==> src/rtl/moving_average_scheduler.sv <==
// moving_average_scheduler: round-robin time-shared moving average over NUM_CH streams; define MA_WARMUP_FLAG_EN to add out_warm
module moving_average_scheduler #(
  parameter int NUM_CH = 4,
  parameter int k = 3,
  parameter int DATA_WIDTH = 16,
  localparam int ACC_WIDTH = DATA_WIDTH + k,
  localparam int CH_W = (NUM_CH > 2) ? $clog2(NUM_CH) : 1
) (
  input  logic                         clk,
  input  logic                         reset_n,
  input  logic [NUM_CH-1:0]            req_valid,
  input  logic [NUM_CH*DATA_WIDTH-1:0] req_data,
  output logic [NUM_CH-1:0]            req_ready,
  input  logic                         clr_valid,
  input  logic [CH_W-1:0]              clr_ch,
  output logic                         out_valid,
  input  logic                         out_ready,
  output logic [CH_W-1:0]              out_ch,
`ifdef MA_WARMUP_FLAG_EN
  output logic signed [DATA_WIDTH-1:0] out_data,
  output logic                         out_warm
`else
  output logic signed [DATA_WIDTH-1:0] out_data
`endif
);
  localparam int N = 1 << k;
  logic [NUM_CH-1:0][N-1:0][DATA_WIDTH-1:0] ring;
  logic [NUM_CH-1:0][k-1:0] wp;
  logic [NUM_CH-1:0][ACC_WIDTH-1:0] acc;
  logic [CH_W-1:0] rr, g;
  logic [NUM_CH-1:0] eligible;
  logic hit, slot_free, accept, clr_hit;
  logic [DATA_WIDTH-1:0] d, old;
  logic [ACC_WIDTH-1:0] new_acc;
  assign slot_free = !out_valid || out_ready;
  assign clr_hit = clr_valid && ({1'b0, clr_ch} < (CH_W+1)'(NUM_CH));
  // a channel being cleared this cycle may not also be sampled
  always_comb begin
    for (int c = 0; c < NUM_CH; c++) eligible[c] = req_valid[c] && !(clr_valid && clr_ch == CH_W'(c));
  end
  // scan from farthest to nearest so the first eligible channel at or after rr wins
  always_comb begin
    hit = 1'b0;
    g = '0;
    for (int i = NUM_CH - 1; i >= 0; i--)
      if (eligible[(int'(rr) + i) % NUM_CH]) begin
        hit = 1'b1;
        g = CH_W'((int'(rr) + i) % NUM_CH);
      end
  end
  assign accept = hit && slot_free;
  assign req_ready = accept ? NUM_CH'(1) << g : '0;
  assign d = req_data[int'(g)*DATA_WIDTH +: DATA_WIDTH];
  assign old = ring[g][wp[g]];
  assign new_acc = acc[g] - {{k{old[DATA_WIDTH-1]}}, old} + {{k{d[DATA_WIDTH-1]}}, d};
  // per-channel context update, output register and round-robin pointer
  always_ff @(posedge clk or negedge reset_n)
    if (!reset_n) begin
      ring <= '0;
      wp <= '0;
      acc <= '0;
      rr <= '0;
      out_valid <= 1'b0;
      out_ch <= '0;
      out_data <= '0;
    end else begin
      if (accept) begin
        ring[g][wp[g]] <= d;
        wp[g] <= wp[g] + 1'b1;
        acc[g] <= new_acc;
        rr <= (g == CH_W'(NUM_CH - 1)) ? '0 : g + 1'b1;
        out_data <= new_acc[ACC_WIDTH-1:k];
        out_ch <= g;
        out_valid <= 1'b1;
      end else if (out_ready) out_valid <= 1'b0;
      if (clr_hit) begin
        ring[clr_ch] <= '0;
        wp[clr_ch] <= '0;
        acc[clr_ch] <= '0;
      end
    end
`ifdef MA_WARMUP_FLAG_EN
  logic [NUM_CH-1:0][k:0] fill;
  logic [k:0] fill_nx;
  assign fill_nx = (fill[g] == (k+1)'(N)) ? fill[g] : fill[g] + 1'b1;
  // saturating per-channel sample count; warm once a full window is present
  always_ff @(posedge clk or negedge reset_n)
    if (!reset_n) begin
      fill <= '0;
      out_warm <= 1'b0;
    end else begin
      if (accept) begin
        fill[g] <= fill_nx;
        out_warm <= fill_nx == (k+1)'(N);
      end
      if (clr_hit) fill[clr_ch] <= '0;
    end
`endif
endmodule

==> config.mk <==
export PLATFORM = sky130hd
export DESIGN_NAME = moving_average_scheduler
export DESIGN_NICKNAME = d
export VERILOG_FILES = /design/src/rtl/moving_average_scheduler.sv
export SDC_FILE = /design/constraint.sdc
export NUM_CORES = 1
export LEC_CHECK = 0
export ABC_AREA = 1
export BUFFER_PORTS_ARGS = -buffer_cell sky130_fd_sc_hd__buf_2
export CAP_MARGIN = 20
export CORE_UTILIZATION = 60
export DETAILED_ROUTE_END_ITERATION = 10
export PLACE_DENSITY_LB_ADDON = 0.05
export SYNTH_ARGS = -nofsm -noshare
export SYNTH_HDL_FRONTEND = slang
export SYNTH_SLANG_ARGS = --single-unit
==> constraint.sdc <==
create_clock -name clk -period 11 [get_ports clk]
set_input_delay 1.65 -clock clk [delete_from_list [all_inputs] [get_ports clk]]
set_output_delay 1.65 -clock clk [all_outputs]
set_load 0.02 [all_outputs]
# Yosys cells after proc, flatten, opt, wreduce, memory -nomap -nowiden

Cells that the tools add are included.

Shifts and indexed selects: 2
Equality and inequality tests: 4
$lt $le $gt $ge: 10
Muxes and demuxes: 54
Bitwise logic cells: 9
Reductions and logical operators: 23
Add/sub/neg operators: 7

Operators by type and width:

| kind                                                        | count |
|---|---|
| two-way mux 512 bit                                         | 2 |
| AND 512 bit                                                 | 1 |
| bitwise mux 512 bit                                         | 1 |
| demux 128 bit (select 2 bit)                                | 2 |
| NOT 512 bit                                                 | 1 |
| two-way mux 128 bit                                         | 3 |
| binary-select mux 128 bit (select 2 bit)                    | 1 |
| two-way mux 76 bit                                          | 2 |
| AND 76 bit                                                  | 1 |
| bitwise mux 76 bit                                          | 1 |
| demux 19 bit (select 2 bit)                                 | 2 |
| NOT 76 bit                                                  | 1 |
| indexed part select 64 x 7 -> 16 bit                        | 1 |
| two-way mux 19 bit                                          | 3 |
| binary-select mux 16 bit (select 3 bit)                     | 1 |
| demux 16 bit (select 3 bit)                                 | 1 |
| binary-select mux 19 bit (select 2 bit)                     | 1 |
| two-way mux 16 bit                                          | 2 |
| two-way mux 12 bit                                          | 2 |
| adder 19 bit                                                | 1 |
| subtractor 19 bit                                           | 1 |
| less-than comparator 3 x 4 -> 1 bit (second input constant) | 4 |
| two-way mux 1 bit                                           | 13 |
| AND 12 bit                                                  | 1 |
| other kinds (24)                                            | 60 |

Input bits: 74
Register bits after elaboration: 621
Word-level logic and storage cells: 153

# Longest topological paths before layout

Gate-level depths: netlist (run 1).

Depth after elaboration: 23
Gate-level depth with buffers: 41
Mapped depth without buffers: 37

# Worst setup path before layout (run 1)

No wires, ideal clock.

Path kind: in2out
From: input port clr_ch[0]
To: output port req_ready[3]
Setup slack: 4.548 ns
Stages: 21
Arrival: 4.802 ns
Required time: 9.350 ns
Path buffers: 9
Cells stage by stage: nor2_1 -> nand2_1 -> nand3_1 -> nand2_1 -> nand2_1 -> nand2_1 -> a21oi_2 -> nand2_4 -> nand2_4 -> buf_6 -> buf_4 -> buf_2 -> buf_4 -> buf_2 -> buf_2 -> ha_1 -> inv_1 -> nor2_1 -> clkbuf_1 -> clkbuf_1 -> clkbuf_1

Cells in the longest elaborated chain, start to end: 13
Elaborated cells on any way between the ends: 38

RTL lines:

| element                                                    | line | text |
|---|---|---|
| from (decl)                                                | 15   | `input logic [CH_W-1:0] clr_ch,` |
| equality test 2 x 1 -> 1 bit, or another cell as far along | 39   | `for (int c = 0; c < NUM_CH; c++) eligible[c] = req_valid[c] && !(clr_valid && clr_ch == CH_W'(c));` |
| logical AND 1 bit                                          | 39   |  |
| logical NOT 1 bit                                          | 39   |  |
| logical AND 1 bit                                          | 39   |  |
| binary-select mux 1 bit (select 2 bit)                     | 46   | `if (eligible[(int'(rr) + i) % NUM_CH]) begin` |
| two-way mux 1 bit (implied by the code) (2 in series)      | 46   |  |
| two-way mux 2 bit (3 in series)                            | 46   |  |
| two-way mux 2 bit *                                        | 46   |  |
| named net g[0]                                             | 30   | `logic [CH_W-1:0] rr, g;` |
| << shifter 1 x 2 -> 4 bit *                                | 52   | `assign req_ready = accept ? NUM_CH'(1) << g : '0;` |
| two-way mux 4 bit *                                        | 52   |  |
| to (decl)                                                  | 13   | `output logic [NUM_CH-1:0] req_ready,` |

The timed path passes the listed nets; every way through them passes the cells marked *. The select of a mux whose other input is x is not followed.

# Worst setup path in the final report (run 1)

From: input port clr_ch[1]
To: register acc[54] in the netlist's numbering

Cells in the longest elaborated chain, start to end: 21
Elaborated cells on any way between the ends: 62

RTL lines:

| element                                                                                                   | line | text |
|---|---|---|
| equality test 2 x 1 -> 1 bit, or another cell as far along                                                | 39   |  |
| logical AND 1 bit                                                                                         | 39   |  |
| logical NOT 1 bit                                                                                         | 39   |  |
| logical AND 1 bit                                                                                         | 39   |  |
| binary-select mux 1 bit (select 2 bit)                                                                    | 46   |  |
| two-way mux 1 bit (implied by the code) (2 in series)                                                     | 46   |  |
| two-way mux 2 bit (4 in series)                                                                           | 46   |  |
| binary-select mux 128 bit (select 2 bit) / binary-select mux 3 bit (select 2 bit) (equally long branches) | 54   | `assign old = ring[g][wp[g]];` |
| two-way mux 128 bit (implied by the code) / two-way mux 3 bit (equally long branches)                     | 54   |  |
| binary-select mux 16 bit (select 3 bit)                                                                   | 54   |  |
| two-way mux 16 bit (implied by the code)                                                                  | 54   |  |
| subtractor 19 bit                                                                                         | 55   | `assign new_acc = acc[g] - {{k{old[DATA_WIDTH-1]}}, old} + {{k{d[DATA_WIDTH-1]}}, d};` |
| adder 19 bit                                                                                              | 55   |  |
| bitwise mux 76 bit                                                                                        | 70   | `acc[g] <= new_acc;` |
| two-way mux 76 bit                                                                                        | 67   | `if (accept) begin` |
| AND 76 bit (no line)                                                                                      | -    |  |
| two-way mux 76 bit *                                                                                      | 76   | `if (clr_hit) begin` |
| to (signal, indexed assignment)                                                                           | 70   |  |
| to (decl)                                                                                                 | 29   | `logic [NUM_CH-1:0][ACC_WIDTH-1:0] acc;` |

Every way passes the cells marked *; elsewhere a longest branch is shown, timed or not. The select of a mux whose other input is x is not followed.
A chain may end at the register's enable or synchronous reset.

==> results of run 1 <==
-- worst max-delay path: cells and delay by family --
kind | cells | cell delay, ps
AO/OA/AOI/OAI | 3 | 670
buffers and inverters | 5 | 1440
adder cells (fa/ha/maj) | 2 | 1200
XOR/XNOR | 1 | 340
AND/OR/NAND/NOR | 15 | 3390
-- metrics by stage --
| step | setup slack [ps] | util (%) |
|---|---|---|
| 2_1_floorplan | 4550 | - |
| 3_3_place_gp | 2570 | 61.8 |
| 3_5_place_dp | 2310 | 61.8 |
| 4_1_cts | 2910 | 65.8 |
| 5_1_grt | 2380 | 65.8 |
| 6_report | 2680 | 65.8 |
-- registers in the layout (all words and copies together), names as in the netlist --
signal / flops
rr: 2
acc: 76
out_ch: 2
out_valid: 1
ring: 512
out_data: 16
wp: 12
-- area by class of cell --
| class | count | area share (%) |
|---|---|---|
| clock buffer | 115 | 5.80 |
| tap | 756 | 2.53 |
| inverter | 201 | 2.04 |
| timing repair buffer | 155 | 2.67 |
| sequential | 621 | 41.6 |
| multi-input combinational | 3766 | 45.1 |
| clock inverter | 9 | 0.238 |
-- final timing paths --
path                       cells after the start          from  slack [ps]            to
max                                           26     clr_ch[1]        2680       acc[54]
min                                            2  out_data[11]         480  out_data[11]
max reg2reg                                   21         rr[0]        4080       acc[54]
min reg2reg                                    2  out_data[11]         480  out_data[11]
max in group asynchronous                      3       reset_n        7900      ring[89]
min in group asynchronous                      1       reset_n        1090   out_data[6]
-- cell usage in the layout (no fill, tap or decap), drive strengths merged --
cell	count
o21bai	3
or3	1
a211oi	8
a21oi	133
clkinv	16
nand3	662
nor3	4
o21a	5
bufinv	1
o31ai	2
ha	25
o21ai	388
inv	193
nor2	1085
nand3b	2
o22ai	9
nand4	3
o311ai	1
xor2	13
a31oi	3
o22a	6
a22oi	3
dfrtp	621
fa	18
buf	155
o211ai	3
nand2	1382
clkbuf	115
xnor2	6
nor4	1
-- kinds of logic (layout without fill, tap and decap cells) --
group	Yosys count	after routing
flops	621	621
compound gates	564	564
buf+inv	563	480
fa+ha+maj	43	43
simple gates	3140	3140
xor+xnor	19	19
-- layer usage --
metal	vias to the layer above	share of wire, %	track usage, %
met5	-	0.0091	0
met4	2	5.1	20.4
met3	376	11	8.92
met2	2003	44	61.0
met1	15924	40	56.8
li1	15457	-	-
==> results_dict.tcl, run 1 <==
set metrics [dict create \
    synth_area_mm2 0.0346 \
    slew_headroom_pct 22.0 \
    slew_violations 0 \
    drtPass1Iterations 6 \
    ios 97 \
    cts_tree "built" \
    drive_above_1_share_pct 7.44 \
    yosys.area_share.simple_pct 37.4 \
    wl_um 121000 \
    regArea_mm2 0.0155 \
    post-route-period-util_pct 75.7 \
    avgViaCountPerCell 6.00 \
    grt_pass1_vias 31034 \
    synth_area_per_cell_um2 6.99 \
    area_growth_pct 7.84 \
    cts_buffers 70 \
    num_rows 87 \
    cp_max_fo 95 \
    synthAdderAreaFrac_pct 1.95 \
    grt_antenna_before_repair 1 \
    dp_cells 5499 \
    synth_ff_type "dfrtp_1" \
    grt_pass1_wl_um 186000 \
    crit_top_cell "nand2_1" \
    synth_top_area_share_pct 44.9 \
    nNetsFinal 4932 \
    route.detailed.drc 0 \
    die-area_mm2 0.0586 \
    yosysMostFrequentCell "nand2_1" \
    tns_ps 0 \
    grt_use_total_pct 41.0 \
    synth-async-reset-ratio_pct 100 \
    cap_viol_max_count 0 \
    path_clk_slew_ps 60 \
    ctsResizeCount 0 \
    worstPathRequired_ps 11510 \
    dpl_cell_area_mm2 0.0351 \
    grt.overflow.total 0 \
    dieHeight_um 242 \
    cts_num_sinks 621 \
    synth_mux_area_share_pct 0 \
    wl_per_cell_um 21.6 \
    multi_input_area_mm2 0.0168 \
    drtAntennaViolNets 0 \
    n_fill_cell 5132 \
    synth_common_cells "nand2_1, nor2_1, nand3_1" \
    clock_latency_ps 630 \
    hpwlAfterDp_um 72100 \
    root_buffer "clkbuf_16" \
    synth_edf_count 0 \
    finalWeightedCongestion 0.972 \
    cts_buffer_depth 3 \
    synth_nets 5067 \
    fin_area_mm2 0.0373 \
    slowest_delay_ps 1070 \
    cts_htree_levels 3 \
    synth_top_family_by_area "simple AND/OR/NAND/NOR gates" \
    hold_ws_ps 480 \
    start_util_pct 61.0 \
    finClkSkew_ps 32.0 \
    synth_seq_cells 621 \
    syn-instance-count 4950 \
    die_w_um 242 \
    cp.arrival_ps 8830 \
    coreArea_mm2 0.0567 \
    synth_top_area_cell "dfrtp_1" \
    hold_buffers 0 \
    synth.area.top_cells "dfrtp_1, nand2_1, nor2_1" \
    synthDistinctLibCells 42 \
    outcome "complete, no violations" \
    stdcell_count 5623 \
    end_kind "register" \
    critPathKind "input pin to register" \
    grt_max_degree 150 \
    vias 33762 \
    diodes 0 \
    worstSetupStartpointType "input pin" \
    setup_viol 0 \
    yosysWarnings 0 \
    fmax_ghz 0.120 \
    period_needed_ps 8320 \
    post_cts_buffers 0 \
    synth_compound_area_share_pct 8.48 \
    seq_area_frac_synth_pct 44.9 \
    cp_slowest_cell "clkinv_1" \
    hold_class "register to register" \
    tightestPinTransition_ps 1170 \
    portBuffers 96 \
    hold_viol_final 0 \
    drtIter0Drc 4070 \
    rsz0062_at_grt "no" \
    synthXorXnorAreaFrac_pct 0.481 \
]
Power of run 1 is left out: the tool's default activity adds up to more than one toggle a clock period on the data nets, which glitch-free logic cannot reach.
==> inputs of run 2 (changes only) <==
clock period = 8.1 ns   (was 11 ns; I/O delays follow)
==> run 2 against run 1 <==
  * Die area stayed put
  * Global-route usage is 0.35 points higher
  * Clock-buffer cell count is 14 lower
  * Flip-flop and latch count stayed put
  * Sequential share of layout area is 0.47 points lower
  * Critical path depth is 1 lower
  * Critical path type unchanged
  * Design area is 1.2% higher
  * Critical endpoint is now acc[35]
  * Final cell count is 0.28% higher
  * Hold slack worse by 1.9 ps
  * Utilization is 0.76 points higher
==> results_dict.tcl, run 2 (same netlist as run 1, synthesis figures left out) <==
set metrics [dict create \
    cp.arrival_ps 7210 \
    cap_viol_max_count 0 \
    num_rows 87 \
    period_needed_ps 6690 \
    worstSetupStartpointType "input pin" \
    grt.overflow.total 0 \
    layout_common_cells "nand2_1, nor2_1, nand3_1" \
    finClkSkew_ps 24.6 \
    slowest_delay_ps 620 \
    post-route-period-util_pct 82.6 \
    finalWeightedCongestion 1.02 \
    vias 34051 \
    drtPass1Iterations 7 \
    cp_max_fo 99 \
    dieHeight_um 242 \
    nNetsFinal 4949 \
    outcome "complete, no violations" \
    drtAntennaViolNets 0 \
    cp_slowest_cell "fa_1" \
    regMostFlops "ring" \
    cts_htree_levels 3 \
    layout_commonest_cell "nand2_1" \
    drive_above_1_share_pct 8.11 \
    dp_cells 5516 \
    hold_class "register to register" \
    slew_violations 0 \
    worstPathRequired_ps 8620 \
    route.detailed.drc 0 \
    cts_buffers 69 \
    grt_pass1_vias 31562 \
    post_cts_buffers 0 \
    tns_ps 0 \
    hold_buffers 0 \
    reg.largest.list "ring (512), acc (76), out_data (16)" \
    ios 97 \
    worstRegToRegCells 25 \
    setup_viol 0 \
    die_w_um 242 \
    cts_tree "built" \
    crit_top_cell "nand2_1" \
    end_kind "register" \
    critPathKind "input pin to register" \
    stdcell_count 5639 \
    slew_headroom_pct 24.9 \
    path_clk_slew_ps 60 \
    ctsResizeCount 0 \
    portBuffers 96 \
    largest_reg_flops 512 \
    cts_num_sinks 621 \
    fin_area_mm2 0.0377 \
    drtIter0Drc 4758 \
    grt_use_total_pct 41.4 \
    clock_latency_ps 630 \
    hpwlAfterDp_um 72600 \
    grt_pass1_wl_um 188000 \
    die-area_mm2 0.0586 \
    cts_buffer_depth 3 \
    wl_um 122000 \
    start_util_pct 61.0 \
    grt_max_degree 152 \
    grt_antenna_before_repair 2 \
    fin_util_pct 66.6 \
    area_growth_pct 9.08 \
    root_buffer "clkbuf_16" \
    hold_viol_final 0 \
    avgViaCountPerCell 6.04 \
    tightestPinTransition_ps 1130 \
    fmax_ghz 0.149 \
    coreArea_mm2 0.0567 \
    min_path_cells 2 \
    rsz0062_at_grt "no" \
    wl_per_cell_um 21.6 \
    dpl_cell_area_mm2 0.0353 \
]
-- run 2: worst paths after layout --
kind / start / to / slack [ps]
setup / recovery: clr_valid / acc[35] / 1410
hold / removal: out_data[2] / out_data[2] / 480
setup reg to reg: rr[0] / acc[35] / 2020
hold reg to reg: out_data[2] / out_data[2] / 480
max in group asynchronous: reset_n / ring[88] / 5510
min in group asynchronous: reset_n / out_data[2] / 610
-- run 2: final cells by class --
type	instances	area, µm²
Tap cell	756	946
Fill cell	5117	19000
Sequential cell	621	15500
Inverter	201	759
Antenna cell	1	2.50
Multi-Input combinational cell	3766	16800
Timing Repair Buffer	173	1240
Clock buffer	101	2130
Clock inverter	20	305
-- run 2: critical path, delay by kind of cell --
family                     cells  cell delay (ps)
and+or+nand+nor               15             2950
buffers and inverters          3              680
AOI/OAI and AO/OA              4              860
adders and majority gates      2              970
xor gates and xnor gates       1              390
-- run 2: through the flow --
step	worst slack, ps	hold WS, ps
2_1_floorplan	2520	478
3_3_place_gp	1070	465
3_5_place_dp	934	469
4_1_cts	1540	483
5_1_grt	975	498
6_report	1410	478
-- run 2: layer usage --
metal / track usage, % / vias up / wire length, µm
li1: - / 15502 / -
met1: 56.7 / 16064 / 47300
met2: 61.8 / 2093 / 53600
met3: 8.80 / 390 / 14100
met4: 21.7 / 2 / 6720
met5: 0 / - / 12
Power of run 2 is left out for the same reason.
